**config.mk**
```make
export PLATFORM = sky130hd
export DESIGN_NAME = regfile_pclr_flat
export DESIGN_NICKNAME = d
export VERILOG_FILES = /design/src/rtl/regfile_pclr_if.sv /design/src/rtl/regfile_pclr.sv /design/src/flat_wrapper.sv
export SDC_FILE = /design/constraint.sdc
export NUM_CORES = 1
export LEC_CHECK = 0
export CAP_MARGIN = 25
export CORE_MARGIN = 5
export CORE_UTILIZATION = 50
export DETAILED_ROUTE_END_ITERATION = 16
export MAX_ROUTING_LAYER = met4
export PLACE_DENSITY = 0.65
export SETUP_SLACK_MARGIN = 0.4
export SYNTH_ARGS = -nofsm -noshare
export SYNTH_HDL_FRONTEND = slang
export SYNTH_SLANG_ARGS = --single-unit
export TNS_END_PERCENT = 100
```
**constraint.sdc**
```tcl
create_clock -name clk -period 5.4 [get_ports clk]
set_clock_uncertainty 0.2 [all_clocks]
set_input_delay 1.08 -clock clk [delete_from_list [all_inputs] [get_ports clk]]
set_output_delay 1.08 -clock clk [all_outputs]
set_load 0.02 [all_outputs]
```
**src/rtl/regfile_pclr_if.sv**
```systemverilog
// Bus bundle for regfile_pclr: one write port, two read ports and the clear-busy flag.
// The master drives writes and read addresses; the slave (the register file) returns data.
interface regfile_pclr_if #(
    parameter int unsigned DATA_W = 32,
    parameter int unsigned ADDR_W = 5
);
    logic              w_en_rf_i;
    logic [ADDR_W-1:0] w_reg_rf_i;
    logic [DATA_W-1:0] w_data_rf_i;
    logic [ADDR_W-1:0] r_reg_p1_rf_i;
    logic [ADDR_W-1:0] r_reg_p2_rf_i;
    logic [DATA_W-1:0] r_data_p1_rf_o;
    logic [DATA_W-1:0] r_data_p2_rf_o;
    logic              clr_busy_rf_o;

    modport master (
        output w_en_rf_i,
        output w_reg_rf_i,
        output w_data_rf_i,
        output r_reg_p1_rf_i,
        output r_reg_p2_rf_i,
        input  r_data_p1_rf_o,
        input  r_data_p2_rf_o,
        input  clr_busy_rf_o
    );

    modport slave (
        input  w_en_rf_i,
        input  w_reg_rf_i,
        input  w_data_rf_i,
        input  r_reg_p1_rf_i,
        input  r_reg_p2_rf_i,
        output r_data_p1_rf_o,
        output r_data_p2_rf_o,
        output clr_busy_rf_o
    );
endinterface

```
**src/rtl/regfile_pclr.sv**
```systemverilog
// Decode-stage register file: two combinational read ports, one synchronous write port,
// optional hardwired-zero entry 0, optional write-to-read bypass, and a reset-driven clear sequencer.
module regfile_pclr #(
    parameter int unsigned       DATA_W   = 32,
    parameter int unsigned       ADDR_W   = 5,
    parameter bit                ZERO_REG = 1'b1,
    parameter bit                BYPASS   = 1'b1,
    parameter logic [DATA_W-1:0] CLR_VAL  = {DATA_W{1'b0}}
) (
    input  logic          clk,
    input  logic          reset,
    regfile_pclr_if.slave rf
);
    localparam int unsigned DEPTH = 2 ** ADDR_W;

    typedef enum logic [0:0] {
        ST_IDLE  = 1'b0,
        ST_CLEAR = 1'b1
    } state_e;

    state_e            state_q;
    state_e            state_d;
    logic [ADDR_W-1:0] clr_ptr_q;
    logic [ADDR_W-1:0] clr_ptr_d;
    logic              busy_q;
    logic              busy_d;
    logic              last_entry_s;
    logic              clr_we_s;
    logic              wr_commit_s;
    logic              w_zero_s;
    logic              zero_p1_s;
    logic              zero_p2_s;
    logic              byp_p1_s;
    logic              byp_p2_s;
    logic [DATA_W-1:0] rd_p1_s;
    logic [DATA_W-1:0] rd_p2_s;
    logic [DATA_W-1:0] mem_q [DEPTH];

    // Read-port priority: clear in progress, then hardwired zero, then bypass, then stored data.
    function automatic logic [DATA_W-1:0] rd_sel(
        input logic              busy,
        input logic              zero_hit,
        input logic              byp_hit,
        input logic [DATA_W-1:0] w_data,
        input logic [DATA_W-1:0] arr_data
    );
        logic [DATA_W-1:0] res;
        if (busy) begin
            res = CLR_VAL;
        end else if (zero_hit) begin
            res = {DATA_W{1'b0}};
        end else if (byp_hit) begin
            res = w_data;
        end else begin
            res = arr_data;
        end
        return res;
    endfunction

    assign last_entry_s = (clr_ptr_q == ADDR_W'(DEPTH - 1));
    assign w_zero_s     = ZERO_REG && (rf.w_reg_rf_i == {ADDR_W{1'b0}});

    // State register: reset parks the sequencer at entry 0 with busy raised.
    always_ff @(posedge clk) begin
        if (reset) begin
            state_q   <= ST_CLEAR;
            clr_ptr_q <= {ADDR_W{1'b0}};
            busy_q    <= 1'b1;
        end else begin
            state_q   <= state_d;
            clr_ptr_q <= clr_ptr_d;
            busy_q    <= busy_d;
        end
    end

    // Next-state logic: walk the pointer across every entry, then return to idle.
    always_comb begin
        state_d   = state_q;
        clr_ptr_d = clr_ptr_q;
        case (state_q)
            ST_IDLE: begin
                state_d   = ST_IDLE;
                clr_ptr_d = {ADDR_W{1'b0}};
            end
            ST_CLEAR: begin
                if (last_entry_s) begin
                    state_d   = ST_IDLE;
                    clr_ptr_d = {ADDR_W{1'b0}};
                end else begin
                    state_d   = ST_CLEAR;
                    clr_ptr_d = clr_ptr_q + ADDR_W'(1);
                end
            end
            default: begin
                state_d   = ST_CLEAR;
                clr_ptr_d = {ADDR_W{1'b0}};
            end
        endcase
    end

    // Output decode: array write strobes and the next value of the registered busy flag.
    always_comb begin
        busy_d      = (state_d == ST_CLEAR);
        clr_we_s    = (state_q == ST_CLEAR) && !reset;
        wr_commit_s = rf.w_en_rf_i && (state_q == ST_IDLE) && !reset && !w_zero_s;
    end

    // Storage array; intentionally not reset, the clear sequence initialises it.
    always_ff @(posedge clk) begin
        if (clr_we_s) begin
            mem_q[clr_ptr_q] <= CLR_VAL;
        end else if (wr_commit_s) begin
            mem_q[rf.w_reg_rf_i] <= rf.w_data_rf_i;
        end
    end

    // Per-port hit detection for the zero entry and the same-cycle bypass.
    always_comb begin
        zero_p1_s = ZERO_REG && (rf.r_reg_p1_rf_i == {ADDR_W{1'b0}});
        zero_p2_s = ZERO_REG && (rf.r_reg_p2_rf_i == {ADDR_W{1'b0}});
        byp_p1_s  = BYPASS && wr_commit_s && (rf.w_reg_rf_i == rf.r_reg_p1_rf_i);
        byp_p2_s  = BYPASS && wr_commit_s && (rf.w_reg_rf_i == rf.r_reg_p2_rf_i);
    end

    // Combinational read ports.
    always_comb begin
        rd_p1_s = rd_sel(busy_q, zero_p1_s, byp_p1_s, rf.w_data_rf_i, mem_q[rf.r_reg_p1_rf_i]);
        rd_p2_s = rd_sel(busy_q, zero_p2_s, byp_p2_s, rf.w_data_rf_i, mem_q[rf.r_reg_p2_rf_i]);
    end

    assign rf.r_data_p1_rf_o = rd_p1_s;
    assign rf.r_data_p2_rf_o = rd_p2_s;
    assign rf.clr_busy_rf_o  = busy_q;
endmodule

```
**src/flat_wrapper.sv**
```systemverilog
// flat-port wrapper written by rule: the top's interface ports become plain ports
module regfile_pclr_flat 
#(
    parameter int unsigned       DATA_W   = 32,
    parameter int unsigned       ADDR_W   = 5,
    parameter bit                ZERO_REG = 1'b1,
    parameter bit                BYPASS   = 1'b1,
    parameter logic [DATA_W-1:0] CLR_VAL  = {DATA_W{1'b0}}
)
  (clk, reset, rf_w_en_rf_i, rf_w_reg_rf_i, rf_w_data_rf_i, rf_r_reg_p1_rf_i, rf_r_reg_p2_rf_i, rf_r_data_p1_rf_o, rf_r_data_p2_rf_o, rf_clr_busy_rf_o);
  regfile_pclr_if #(.DATA_W(DATA_W), .ADDR_W(ADDR_W)) rf_i ();
  input  logic clk;
  input  logic reset;
  input wire logic [$bits(rf_i.w_en_rf_i)-1:0] rf_w_en_rf_i;
  input wire logic [$bits(rf_i.w_reg_rf_i)-1:0] rf_w_reg_rf_i;
  input wire logic [$bits(rf_i.w_data_rf_i)-1:0] rf_w_data_rf_i;
  input wire logic [$bits(rf_i.r_reg_p1_rf_i)-1:0] rf_r_reg_p1_rf_i;
  input wire logic [$bits(rf_i.r_reg_p2_rf_i)-1:0] rf_r_reg_p2_rf_i;
  output wire logic [$bits(rf_i.r_data_p1_rf_o)-1:0] rf_r_data_p1_rf_o;
  output wire logic [$bits(rf_i.r_data_p2_rf_o)-1:0] rf_r_data_p2_rf_o;
  output wire logic [$bits(rf_i.clr_busy_rf_o)-1:0] rf_clr_busy_rf_o;
  assign rf_i.w_en_rf_i = rf_w_en_rf_i;
  assign rf_i.w_reg_rf_i = rf_w_reg_rf_i;
  assign rf_i.w_data_rf_i = rf_w_data_rf_i;
  assign rf_i.r_reg_p1_rf_i = rf_r_reg_p1_rf_i;
  assign rf_i.r_reg_p2_rf_i = rf_r_reg_p2_rf_i;
  assign rf_r_data_p1_rf_o = rf_i.r_data_p1_rf_o;
  assign rf_r_data_p2_rf_o = rf_i.r_data_p2_rf_o;
  assign rf_clr_busy_rf_o = rf_i.clr_busy_rf_o;
  regfile_pclr #(.DATA_W(DATA_W), .ADDR_W(ADDR_W), .ZERO_REG(ZERO_REG), .BYPASS(BYPASS), .CLR_VAL(CLR_VAL)) u_core (.clk(clk), .reset(reset), .rf(rf_i));
endmodule
```
### Word-level counts from Yosys, hierarchy flattened

Memory sizes are Yosys's and may differ from the RTL's.
Cells that the tools add are included.

| cells by class | value |
|---|---|
| add/sub/neg operators | 1 |
| equal/unequal tests | 3 |
| mux-type cells | 18 |
| bitwise operators | 1 |
| reduce and logical (&&, ||, !) cells | 12 |

Operators by type and width:

| kind | count |
|---|---|
| 32-bit 2-to-1 mux | 7 |
| 32-bit OR reduction | 1 |
| 5-bit zero test | 3 |
| 5-bit == test | 2 |
| 5-bit 2-to-1 mux | 2 |
| 5-bit one-hot mux with 2 select lines | 1 |
| 1-bit 2-to-1 mux | 7 |
| 1-bit logical AND | 6 |
| 5-bit by 1-bit adder with 5-bit output (second input constant) | 1 |
| 5-bit == test (second input constant) | 1 |
| 1-bit zero test | 2 |
| 1-bit one-hot mux with 2 select lines | 1 |
| 1-bit inverter | 1 |

| word-level totals | value |
|---|---|
| bits in registers | 6 |
| bits in writable memories | 1024 |
| input bits | 50 |
| word-level logic and storage cells | 38 |
| memories | 1 |

Memories:

| name | words | bits a word | read ports | clocked after memory_dff | write ports | line | source |
|---|---|---|---|---|---|---|---|
| u_core.mem_q | 32 | 32 | 2 | 0 | 1 | regfile_pclr.sv:37 | `logic [DATA_W-1:0] mem_q [DEPTH];` |

### Depth between registers and ports, before layout

| depth | value |
|---|---|
| depth after elaboration | 9 |
| depth in mapped cells | 11 |
| mapped depth without buffers | 6 |

### Least setup slack after synthesis

Ideal clock, no wire load.

| timing | value |
|---|---|
| path kind | in2reg |
| start | in rf_w_reg_rf_i[4] |
| end | mem u_core.mem_q[2][0] (enable) |
| library setup time | 421 ps |
| arrival time | 3896 ps |
| path slack | 883 ps |
| stages | 6 |
| buffers on the path | 1 |
| cell sequence | or4_4 > o211ai_2 > buf_2 > mux2i_1 > nand2_1 > nor2_1 |

| between the ends | value |
|---|---|
| cells in the longest elaborated chain, start to end | 8 |
| elaborated cells on any way between the ends | 9 |
| those cells by class | mux: 5; reduce/logical: 4 |

RTL lines:

| item | line | source |
|---|---|---|
| start, declared | flat_wrapper.sv:15 | `input wire logic [$bits(rf_i.w_reg_rf_i)-1:0] rf_w_reg_rf_i;` |
| 5-bit zero test | regfile_pclr.sv:61 | `assign w_zero_s = ZERO_REG && (rf.w_reg_rf_i == {ADDR_W{1'b0}});` |
| 1-bit zero test | regfile_pclr.sv:105 | `wr_commit_s = rf.w_en_rf_i && (state_q == ST_IDLE) && !reset && !w_zero_s;` |
| 1-bit logical AND | regfile_pclr.sv:105 |  |
| 1-bit 2-to-1 mux | regfile_pclr.sv:112 | `end else if (wr_commit_s) begin` |
| 1-bit 2-to-1 mux | regfile_pclr.sv:110 | `if (clr_we_s) begin` |
| 1-bit 2-to-1 mux (not written as such) | regfile_pclr.sv:113 | `mem_q[rf.w_reg_rf_i] <= rf.w_data_rf_i;` |
| 32-bit OR reduction (no line) | - |  |
| 5-bit 2-to-1 mux (no line) / 1-bit 2-to-1 mux (equally long branches) | - |  |
| end, declared | regfile_pclr.sv:37 |  |

Several ways; a longest one is shown, not always the timed one.

### Worst setup path after layout

| timing | value |
|---|---|
| start | in rf_w_reg_rf_i[4] |
| end | out rf_r_data_p1_rf_o[7] |

| between the ends | value |
|---|---|
| cells in the longest elaborated chain, start to end | 7 |
| elaborated cells on any way between the ends | 8 |
| those cells by class | eq/ne: 1; mux: 3; reduce/logical: 4 |

RTL lines:

| item | line | source |
|---|---|---|
| 5-bit zero test | regfile_pclr.sv:61 |  |
| 1-bit zero test | regfile_pclr.sv:105 |  |
| 1-bit logical AND | regfile_pclr.sv:105 |  |
| 1-bit logical AND (*) | regfile_pclr.sv:121 | `byp_p1_s = BYPASS && wr_commit_s && (rf.w_reg_rf_i == rf.r_reg_p1_rf_i);` |
| 32-bit 2-to-1 mux (*) | regfile_pclr.sv:52 | `end else if (byp_hit) begin` |
| 32-bit 2-to-1 mux (*) | regfile_pclr.sv:50 | `end else if (zero_hit) begin` |
| 32-bit 2-to-1 mux (*) | regfile_pclr.sv:48 | `if (busy) begin` |
| end, declared | flat_wrapper.sv:19 | `output wire logic [$bits(rf_i.r_data_p1_rf_o)-1:0] rf_r_data_p1_rf_o;` |

Mark *: on every way between the ends. The rest lies on a longest branch, timed or not.

==> impl_metrics.sql <==
INSERT INTO impl_metrics (metric_group, metric, value, unit) VALUES
('global_route', 'first_global_vias', '32600', ''),
('placed_design', 'post-place-ws', '0.0921', 'ns'),
('worst_setup_path', 'crit-reg2reg-launch', 'u_core.state_q', ''),
('timing', 'timing.max_slew.rel_slack', '31.3', '%'),
('worst_setup_path', 'cpMostUsedCell', 'sky130_fd_sc_hd__buf_4', ''),
('worst_setup_path', 'critical_path.cell_chain', 'clkdlybuf4s50_1 > or4_4 > o211ai_4 > nor4_4 > buf_4 > nor2_4 > buf_12 > buf_4 > a22o_1 > clkdlybuf4s15_1', ''),
('timing', 'period_share', '92.8', '%'),
('synth', 'syn-instance-count', '2868', ''),
('timing', 'maxSlewViolCount', '0', ''),
('worst_setup_path', 'cpLargestDelayFamily', 'buffers and inverters', ''),
('global_route', 'global_route.usage.total', '31.3', '%'),
('floorplan', 'core_region_area', '98400', 'µm²'),
('synth', 'postSynthNetCount', '2920', ''),
('routing', 'drt-wirelength-per-cell', '36.8', 'µm'),
('cts', 'clk_pin_slew_worst_paths', '0.06', 'ns'),
('worst_setup_path', 'r2r_end', 'u_core.mem_q[14][23]', ''),
('global_route', 'grt_max_degree', '63', ''),
('worst_setup_path', 'timing.critical_path.buf_inv', '5', ''),
('synth', 'synth-seq-area-share', '62.3', '%'),
('hold_path', 'min_delay_path_depth', '1', ''),
('timing', 'worst_pin_slew', '1.03', 'ns'),
('synth', 'avgSynthCellArea', '17.3', 'µm²'),
('synth', 'async_reset_ff_share', '0', '%'),
('layout', 'synthToLayoutAreaGrowth', '15.9', '%'),
('global_route', 'globalRoute.totalOverflow', '0', ''),
('timing', 'layout_setup_ws', '0.388', 'ns'),
('timing', 'setup_viol', '0', ''),
('synth', 'yosysWarningCount', '0', ''),
('floorplan', 'die-area', '106000', 'µm²'),
('layout', 'post_route_cells_drive_above_1_share', '26.5', '%'),
('placed_design', 'cell_count_post_placement', '4247', ''),
('hold_path', 'min_delay_worst_endpoint', 'u_core.clr_ptr_q[0]', ''),
('timing', 'final.setup.tns', '0', 'ns'),
('worst_setup_path', 'cp.arrival', '3.73', 'ns'),
('worst_setup_path', 'cp.required', '4.12', 'ns'),
('worst_setup_path', 'critical_path.startpoint_type', 'primary input', ''),
('worst_setup_path', 'largest_driver_fanout_on_the_critical_path', '16', ''),
('cts', 'cts_tree', 'yes', ''),
('placed_design', 'detailedPlacementHpwl', '97000', 'µm'),
('worst_setup_path', 'timing.critical_path.to_type', 'output port', ''),
('cts', 'h_tree_depth', '3', ''),
('layout', 'postLayoutCellArea', '57500', 'µm²'),
('cts', 'clk_path_buf_depth', '3', ''),
('global_route', 'grt_pass1_wl', '231000', 'µm'),
('synth', 'ys_seq_elements', '1030', ''),
('pwr', 'leakagePower', '18.9', 'nW'),
('synth', 'synth_enable_flop_cells', '1024', ''),
('layout', 'design.final.nets', '3130', ''),
('synth', 'synth.distinct_cells', '60', ''),
('synth', 'syn_area', '49600', 'µm²'),
('pwr', 'ir_drop', '0.000270', 'V'),
('status', 'run_status', 'completed', ''),
('hold_path', 'worstHoldPathType', 'flop to flop', ''),
('timing', 'grt_setup_unrepaired', 'yes', ''),
('cts', 'cts.sinks', '1030', ''),
('worst_setup_path', 'r2r_slack', '1.83', 'ns'),
('synth', 'netlist.top_cell.by_area', 'sky130_fd_sc_hd__edfxtp_1', ''),
('routing', 'detail_route.first_pass.iterations', '6', ''),
('pwr', 'power_density', '312', 'nW/µm²'),
('routing', 'detailroute.via_count', '32100', ''),
('global_route', 'antenna_found_initial', '3', ''),
('synth', 'synthTopCellsByCount', 'sky130_fd_sc_hd__edfxtp_1 (1024), sky130_fd_sc_hd__mux4_2 (360), sky130_fd_sc_hd__mux2i_1 (353)', ''),
('placed_design', 'io_buffers', '114', ''),
('routing', 'route.detailed.vias_per_inst', '7.20', ''),
('floorplan', 'io_pins', '115', ''),
('timing', 'fin_crit', '5.01', 'ns'),
('synth', 'ys_dominant_reg_cell', 'sky130_fd_sc_hd__edfxtp_1', ''),
('routing', 'antenna_left', '0', ''),
('synth', 'yosys-top-cells-area', 'sky130_fd_sc_hd__edfxtp_1 (62%), sky130_fd_sc_hd__mux4_2 (16%), sky130_fd_sc_hd__mux2i_1 (7.1%), sky130_fd_sc_hd__o221ai_1 (2.4%), sky130_fd_sc_hd__o22ai_1 (1.3%)', ''),
('routing', 'detailedRoute.firstIterationViolations', '4605', ''),
('floorplan', 'fp.dieW', '325', 'µm');
metal layers:
| layer | GRT usage, % | part of all wire, % | wire length [µm] | vias to the layer above |
|---|---|---|---|---|
| li1 | - | - | - | 12600 |
| met1 | 41.1 | 37 | 59900 | 16600 |
| met2 | 46.2 | 45 | 74100 | 2384 |
| met3 | 8.24 | 13 | 20900 | 508 |
| met4 | 14.7 | 5.5 | 9070 | 0 |
| met5 | - | 0 | 0 | - |
worst register-to-register path, delay by kind of cell (launching register included):
kind            cells  cell delay [ns]
simple gates        5             1.44
buf+inv             2             0.93
compound gates      1             0.28
flops               1             0.38
cells by family after synthesis:
kind of cell	after synthesis	synth area share, %
DFF	1030	62.3
adders and majority gates	2	0.0505
xor gates and xnor gates	12	0.212
AOI/OAI and AO/OA	492	7.21
and+or+nand+nor	360	3.62
buffers and inverters	243	2.79
muxes	729	23.8
state kept, by name, indices dropped and copies added (netlist names):
signal / flops
u_core.clr_ptr_q: 5
u_core.state_q: 1
u_core.mem_q: 1024
area by class of cell:
cell class | count | area [µm²]
Clock buffer | 138 | 2870
Timing Repair Buffer | 336 | 3730
Tap cell | 1287 | 1610
Inverter | 9 | 33.8
Sequential cell | 1030 | 30900
Antenna cell | 2 | 5.00
Multi-Input combinational cell | 1595 | 17700
Fill cell | 7324 | 40900
Clock inverter | 62 | 629
repair_timing:
| item | in CTS | in global routing |
|---|---|---|
| gates resized for setup | 73 | 31 |
| hold buffers | 0 | 0 |
| buffers inserted | 2 | 1 |
| setup endpoints to repair | 60 | 24 |
| pin swaps | 0 | 2 |
stage by stage:
| stage | util, % | power (W) |
|---|---|---|
| finish | 58.4 | 0.0179 |
| floorplan | - | 0.00998 |
| global route | 58.4 | 0.0184 |
| CTS | 58.2 | 0.0180 |
| detailed placement | 54.5 | 0.0107 |
| global placement | 54.5 | 0.0106 |
power breakdown:
part,internal (W),switching [W],total [W]
combinational,0.000704,0.00103,0.00173
sequential,0.00876,0.0000212,0.00878
clock,0.00428,0.00314,0.00742
placed cells by master, fill, tap and decap left out, types with 13 or more instances in the layout:
cell,synthesis,routed
sky130_fd_sc_hd__dlygate4sd2_1,0,44
sky130_fd_sc_hd__a21oi_1,62,61
sky130_fd_sc_hd__clkbuf_16,0,112
sky130_fd_sc_hd__dlymetal6s2s_1,0,13
sky130_fd_sc_hd__and2_1,44,44
sky130_fd_sc_hd__clkinv_2,0,24
sky130_fd_sc_hd__o211ai_1,16,16
sky130_fd_sc_hd__o22ai_1,100,100
sky130_fd_sc_hd__nor2b_1,28,28
sky130_fd_sc_hd__clkbuf_1,104,27
sky130_fd_sc_hd__mux2i_1,353,353
sky130_fd_sc_hd__o221ai_1,135,135
sky130_fd_sc_hd__nand2_1,94,92
sky130_fd_sc_hd__o21ai_0,24,24
sky130_fd_sc_hd__edfxtp_1,1024,1024
sky130_fd_sc_hd__mux4_2,360,360
sky130_fd_sc_hd__nor2_1,61,25
sky130_fd_sc_hd__buf_4,36,150
sky130_fd_sc_hd__nand3_1,20,20
sky130_fd_sc_hd__buf_12,0,66
sky130_fd_sc_hd__clkdlybuf4s50_1,0,39
sky130_fd_sc_hd__nor2_4,0,34
sky130_fd_sc_hd__a211oi_1,41,38
sky130_fd_sc_hd__a22o_1,28,27
sky130_fd_sc_hd__a31oi_1,29,29
sky130_fd_sc_hd__nor3_1,74,69
sky130_fd_sc_hd__clkinv_1,2,17
how the worst max path moves through the flow:
stage | cells past startpoint | to | start | slack, ns
5_1_grt | 9 | rf_r_data_p2_rf_o[22] | rf_w_reg_rf_i[4] | 0.38
4_1_cts | 10 | rf_r_data_p1_rf_o[13] | rf_w_reg_rf_i[4] | 0.24
2_1_floorplan | 6 | u_core.mem_q[2][0] | rf_w_reg_rf_i[4] | 0.88
3_5_place_dp | 9 | rf_r_data_p2_rf_o[9] | rf_w_reg_rf_i[4] | 0.09
6_report | 10 | rf_r_data_p1_rf_o[7] | rf_w_reg_rf_i[4] | 0.39
3_3_place_gp | 10 | rf_r_data_p1_rf_o[13] | rf_w_reg_rf_i[0] | 0.12
Note: power is estimated with default switching activity, not from simulation.
